**config.mk**
```make
export PLATFORM = sky130hd
export DESIGN_NAME = cpu_control_fsm
export DESIGN_NICKNAME = d
export VERILOG_FILES = /design/src/rtl/cpu_control_fsm.sv
export SDC_FILE = /design/constraint.sdc
export NUM_CORES = 1
export LEC_CHECK = 0
export ABC_CLOCK_PERIOD_IN_PS = 2300
export BUFFER_PORTS_ARGS = -buffer_cell sky130_fd_sc_hd__buf_2
export CAP_MARGIN = 5
export CORE_ASPECT_RATIO = 0.75
export CORE_MARGIN = 2
export CORE_UTILIZATION = 50
export DETAILED_ROUTE_END_ITERATION = 6
export PLACE_DENSITY = 0.74
export RECOVER_POWER = 100
export SYNTH_ARGS = -nofsm -noshare
export SYNTH_HDL_FRONTEND = slang
export SYNTH_SLANG_ARGS = --single-unit
```
**constraint.sdc**
```tcl
create_clock -name clk -period 2.3 [get_ports clk]
set_clock_uncertainty 0.2 [all_clocks]
set_input_delay 0.23 -clock clk [delete_from_list [all_inputs] [get_ports clk]]
set_output_delay 0.23 -clock clk [all_outputs]
set_load 0.005 [all_outputs]
```
**src/rtl/cpu_control_fsm.sv**
```systemverilog
// Moore sequencer for the 16-bit RISC core: fetch, decode, execute and writeback strobes.
// Define CTRL_RETIRE_COUNT_EN to add the 16-bit retired-instruction counter output.
module cpu_control_fsm (
  input  logic        clk,
  input  logic        reset,
  input  logic [2:0]  opcode,
  input  logic [1:0]  op,
  output logic [2:0]  nsel,
  output logic        loada,
  output logic        loadb,
  output logic        loadc,
  output logic        loads,
  output logic        asel,
  output logic        bsel,
  output logic [1:0]  vsel,
  output logic        write,
  output logic        loadir,
  output logic        loadpc,
  output logic        pc_clear,
  output logic        msel,
  output logic        mwrite,
  output logic        halted
`ifdef CTRL_RETIRE_COUNT_EN
  ,
  output logic [15:0] retired
`endif
);

  typedef enum logic [3:0] {
    S_RESET, S_FETCH_ADDR, S_FETCH_IR, S_PC_INC, S_DECODE, S_WR_IMM, S_GET_A, S_GET_B,
    S_EXEC, S_WR_C, S_ADDR, S_MEM_RD, S_LD_WR, S_GET_D, S_MEM_WR, S_HALT
  } state_t;

  typedef struct packed {
    logic [2:0] nsel;
    logic       loada;
    logic       loadb;
    logic       loadc;
    logic       loads;
    logic       asel;
    logic       bsel;
    logic [1:0] vsel;
    logic       write;
    logic       loadir;
    logic       loadpc;
    logic       pc_clear;
    logic       msel;
    logic       mwrite;
    logic       halted;
  } ctrl_t;

  localparam ctrl_t CTRL_NONE = ctrl_t'(18'd0);

  state_t state_r;
  state_t state_next_s;
  ctrl_t  ctrl_r;

  // Strobe set for a state; instruction fields matter only in EXEC (MOV reg / CMP variants).
  function automatic ctrl_t decode_ctrl(input state_t s, input logic [2:0] opc, input logic [1:0] o);
    ctrl_t c;
    c = CTRL_NONE;
    case (s)
      S_RESET:      c.pc_clear = 1'b1;
      S_FETCH_ADDR: c.msel = 1'b0;
      S_FETCH_IR:   c.loadir = 1'b1;
      S_PC_INC:     c.loadpc = 1'b1;
      S_DECODE:     c = CTRL_NONE;
      S_WR_IMM:     begin c.nsel = 3'b001; c.vsel = 2'b01; c.write = 1'b1; end
      S_GET_A:      begin c.nsel = 3'b001; c.loada = 1'b1; end
      S_GET_B:      begin c.nsel = 3'b100; c.loadb = 1'b1; end
      S_EXEC: begin
        c.asel = (opc == 3'b110);
        if ((opc == 3'b101) && (o == 2'b01)) c.loads = 1'b1;
        else                                 c.loadc = 1'b1;
      end
      S_WR_C:       begin c.nsel = 3'b010; c.write = 1'b1; end
      S_ADDR:       begin c.bsel = 1'b1; c.loadc = 1'b1; end
      S_MEM_RD:     c.msel = 1'b1;
      S_LD_WR:      begin c.msel = 1'b1; c.nsel = 3'b010; c.vsel = 2'b10; c.write = 1'b1; end
      S_GET_D:      begin c.nsel = 3'b010; c.loadb = 1'b1; end
      S_MEM_WR:     begin c.msel = 1'b1; c.mwrite = 1'b1; end
      S_HALT:       c.halted = 1'b1;
      default:      c = CTRL_NONE;
    endcase
    return c;
  endfunction

  // Next-state logic; instruction fields are consulted only in the branching states.
  always_comb begin
    state_next_s = S_RESET;
    case (state_r)
      S_RESET:      state_next_s = S_FETCH_ADDR;
      S_FETCH_ADDR: state_next_s = S_FETCH_IR;
      S_FETCH_IR:   state_next_s = S_PC_INC;
      S_PC_INC:     state_next_s = S_DECODE;
      S_DECODE: begin
        casez ({opcode, op})
          5'b110_10: state_next_s = S_WR_IMM;
          5'b110_00: state_next_s = S_GET_B;
          5'b101_??: state_next_s = S_GET_A;
          5'b011_00: state_next_s = S_GET_A;
          5'b100_00: state_next_s = S_GET_A;
          5'b111_??: state_next_s = S_HALT;
          default:   state_next_s = S_FETCH_ADDR;
        endcase
      end
      S_WR_IMM:     state_next_s = S_FETCH_ADDR;
      S_GET_A: begin
        if (opcode == 3'b101) state_next_s = S_GET_B;
        else                  state_next_s = S_ADDR;
      end
      S_GET_B:      state_next_s = S_EXEC;
      S_EXEC: begin
        if ((opcode == 3'b101) && (op == 2'b01)) state_next_s = S_FETCH_ADDR;
        else                                     state_next_s = S_WR_C;
      end
      S_WR_C:       state_next_s = S_FETCH_ADDR;
      S_ADDR: begin
        if (opcode == 3'b011) state_next_s = S_MEM_RD;
        else                  state_next_s = S_GET_D;
      end
      S_MEM_RD:     state_next_s = S_LD_WR;
      S_LD_WR:      state_next_s = S_FETCH_ADDR;
      S_GET_D:      state_next_s = S_MEM_WR;
      S_MEM_WR:     state_next_s = S_FETCH_ADDR;
      S_HALT:       state_next_s = S_HALT;
      default:      state_next_s = S_RESET;
    endcase
  end

  // State register plus registered strobes, which always equal decode_ctrl(state_r).
  always_ff @(posedge clk or posedge reset) begin
    if (reset) begin
      state_r <= S_RESET;
      ctrl_r  <= decode_ctrl(S_RESET, 3'b000, 2'b00);
    end else begin
      state_r <= state_next_s;
      ctrl_r  <= decode_ctrl(state_next_s, opcode, op);
    end
  end

  assign nsel     = ctrl_r.nsel;
  assign loada    = ctrl_r.loada;
  assign loadb    = ctrl_r.loadb;
  assign loadc    = ctrl_r.loadc;
  assign loads    = ctrl_r.loads;
  assign asel     = ctrl_r.asel;
  assign bsel     = ctrl_r.bsel;
  assign vsel     = ctrl_r.vsel;
  assign write    = ctrl_r.write;
  assign loadir   = ctrl_r.loadir;
  assign loadpc   = ctrl_r.loadpc;
  assign pc_clear = ctrl_r.pc_clear;
  assign msel     = ctrl_r.msel;
  assign mwrite   = ctrl_r.mwrite;
  assign halted   = ctrl_r.halted;

`ifdef CTRL_RETIRE_COUNT_EN
  logic        retire_s;
  logic [15:0] retired_r;

  // Every return to FETCH_ADDR other than the one out of RESET completes an instruction.
  assign retire_s = (state_next_s == S_FETCH_ADDR) && (state_r != S_RESET);

  // Retired-instruction counter, wraps naturally at 16 bits.
  always_ff @(posedge clk or posedge reset) begin
    if (reset)         retired_r <= 16'd0;
    else if (retire_s) retired_r <= retired_r + 16'd1;
    else               retired_r <= retired_r;
  end

  assign retired = retired_r;
`endif

endmodule

```
==> flow_metrics.tcl <==
set metrics [dict create \
    hold_viol 0 \
    drive_above_1_share_pct 27.5 \
    rsz0062_at_grt "false" \
    slew_violations 0 \
    max_stage_delay_ps 680 \
    vias_per_cell 5.06 \
    yosys-top-cells-area "dfrtp_1 (43%), nand2_1 (3.1%), nand2b_1 (3.1%)" \
    io_buffers 24 \
    slowest_stage "dfrtp_1" \
    critPathMaxFanout 13 \
    dp_hpwl_mm 1.59 \
    clk_latency_ps 310 \
    path_cells "or3b_2 -> a32o_1 -> o211ai_4 -> nand2b_1 -> a21oi_1" \
    synthTopCellsByCount "dfrtp_1 (21), nand2_1 (10), nor2_1 (9), nand2b_1 (6)" \
    p_leak_nw 0.646 \
    gr-total-overflow 0 \
    die-area_mm2 0.00287 \
    yosysMostFrequentCell "dfrtp_1" \
    start_util_pct 53.1 \
    drtIter0Drc 15 \
    first_global_vias 714 \
    finalCritPeriodShare_pct 92.9 \
    ys.flop_type "dfrtp_1" \
    pwr-share-comb_pct 47.1 \
    core_area_mm2 0.00231 \
    drt_first_pass_iters 5 \
    p_int_mw 1.07 \
    cap_viol_max_count 0 \
    setup_violations 0 \
    cts_made_buffers 3 \
    syn_area_mm2 0.00123 \
    ctsHtreeMaxLevel 1 \
    syn_inst 112 \
    io_pins 25 \
    wire_per_inst_um 12.5 \
    stdcell_count 172 \
    antenna_found_initial 0 \
    diodes 0 \
    clock_path_buffers 2 \
    cp-start-kind "flop" \
    root_buffer "clkbuf_4" \
    fp.dieH_um 46.9 \
    max-slew-margin-rel_pct 49.2 \
    synthesis.nets 119 \
    irDropWorstVdd_v 0.000686 \
    max_freq_mhz 468 \
    crit_path_end_kind "flop" \
    synth_edf_count 0 \
    nets 146 \
    synth_top_area_share_pct 42.9 \
    clock_power_share_pct 16.8 \
    grt_usage_pct 16.7 \
    synth_largest_area_cell "dfrtp_1" \
    vias 870 \
    ant_nets 0 \
    drc_errors 0 \
    drt_wl_total_mm 2.15 \
    tightest_slew_ps 761 \
    place.gp.congestion 0.833 \
    cts_tree "done" \
    crit_type "reg2reg" \
    swShare_pct 38.4 \
    setup_tns_ps 0 \
    grt_pass1_wl_mm 3.42 \
    power.density_mw_per_mm2 1240 \
    power.switching_mw 0.669 \
    required_ps 2300 \
    dp_cells 166 \
    die_width_um 61.2 \
    hp-class "in2reg" \
    ys_seq_elements 22 \
    power_frac_seq_pct 36.1 \
    path_clk_slew_ps 120 \
    synthArstFlopShare_pct 100 \
    min_period_ps 2140 \
    yosys_warnings 0 \
    syn_avg_cell_area_um2 10.9 \
    syn_to_final_growth_pct 14.5 \
    rows 15 \
    synth_seq_area_share_pct 45.0 \
    grt_start_max_net_pins 23 \
    yosysUniqueCellTypes 49 \
    crit_arrival_ps 2130 \
    status "complete, no violations" \
    cts_setup_buffers 0 \
    clkSinkCount 22 \
]
## placed cells by master, fill, tap and decap left out, types with 2 or more instances in the layout
| cell | Yosys | routed |
|---|---|---|
| a21oi_1 | 2 | 3 |
| a32o_1 | 2 | 2 |
| and3b_1 | 2 | 3 |
| buf_2 | 1 | 13 |
| buf_4 | 4 | 4 |
| clkbuf_1 | 0 | 11 |
| clkbuf_4 | 0 | 3 |
| dfrtp_1 | 21 | 21 |
| dlygate4sd3_1 | 0 | 2 |
| inv_1 | 3 | 3 |
| nand2_1 | 10 | 10 |
| nand2b_1 | 6 | 6 |
| nor2_1 | 9 | 9 |
| nor2b_1 | 4 | 4 |
| nor3_1 | 3 | 3 |
| nor3b_1 | 2 | 2 |
| o21ai_0 | 3 | 4 |
| o22ai_1 | 2 | 2 |
| or3_1 | 2 | 2 |
## power by group through the flow
stage | combinational (mW) | sequential, mW | clock (mW)
after floorplan | 0.754 | 0.556 | 0
after global placement | 0.823 | 0.627 | 0
after detailed placement | 0.842 | 0.636 | 0
after CTS | 0.848 | 0.628 | 0.291
after global routing | 0.907 | 0.649 | 0.311
final | 0.820 | 0.629 | 0.292
## cells by family after synthesis
| family | count (synthesis) | share of synthesized area, % |
|---|---|---|
| xor gates and xnor gates | 2 | 1.43 |
| AOI/OAI and AO/OA | 21 | 16.5 |
| and+or+nand+nor | 54 | 29.3 |
| DFF | 22 | 45.0 |
| other | 1 | 0.306 |
| muxes | 1 | 0.918 |
| buffers and inverters | 11 | 6.53 |
## metal layers
layer  global-route usage (%)  vias to the layer above  part of all wire, %
met5                        0                        -                    0
li1                         -                      443                    -
met2                     24.9                       25                   45
met1                     24.5                      400                   50
met3                     2.48                        2                  4.0
met4                     6.52                        0                  1.0
## registers in the layout (all words and copies together) (netlist names)
register / flops
nsel: 3
pc_clear: 1
halted: 1
mwrite: 1
bsel: 1
asel: 1
write: 1
loadb: 1
msel: 1
loadpc: 1
loada: 1
loadir: 1
state_r: 4
vsel: 2
loads: 1
loadc: 1
## final timing paths
check                           startpoint       to  slack [ps]  cells past startpoint
worst min-delay path             opcode[2]     asel           8                      3
min in group asynchronous            reset  vsel[0]         390                      3
worst max register to register  state_r[0]  nsel[0]         160                      5
worst min register to register  state_r[3]   loadpc         560                      1
max in group asynchronous            reset     bsel        1030                      3
worst max-delay path            state_r[0]  nsel[0]         160                      5
## critical path, delay by kind of cell, from the launching register on
family             cells  cell delay (ps)
DFF                    1              680
and+or+nand+nor        2              640
AOI/OAI and AO/OA      3              490
## metrics by stage
step                utilization, %  hold WS, ps  worst slack (ps)  area (um^2)  power, mW
floorplan                        -         18.5               420         1230       1.31
global placement              58.5          201               240         1350       1.45
detailed placement            58.5          200               181         1350       1.48
CTS                           61.6         5.04               156         1420       1.77
global route                  60.8         6.37              61.3         1400       1.87
finish                        60.8         7.61               163         1400       1.74
## what timing repair did
item | in CTS | in global routing
hold endpoints to repair | 22 | 0
hold buffers | 2 | 0
gates resized for setup | 0 | 0
## final cells by class
class | count | area (um^2)
fill | 206 | 905
multi-input combinational | 79 | 589
sequential | 22 | 552
timing repair buffer | 30 | 156
tap | 34 | 42.5
clock inverter | 1 | 30.0
clock buffer | 3 | 22.5
inverter | 3 | 11.3
No activity file was read; power rests on OpenSTA's default activity.
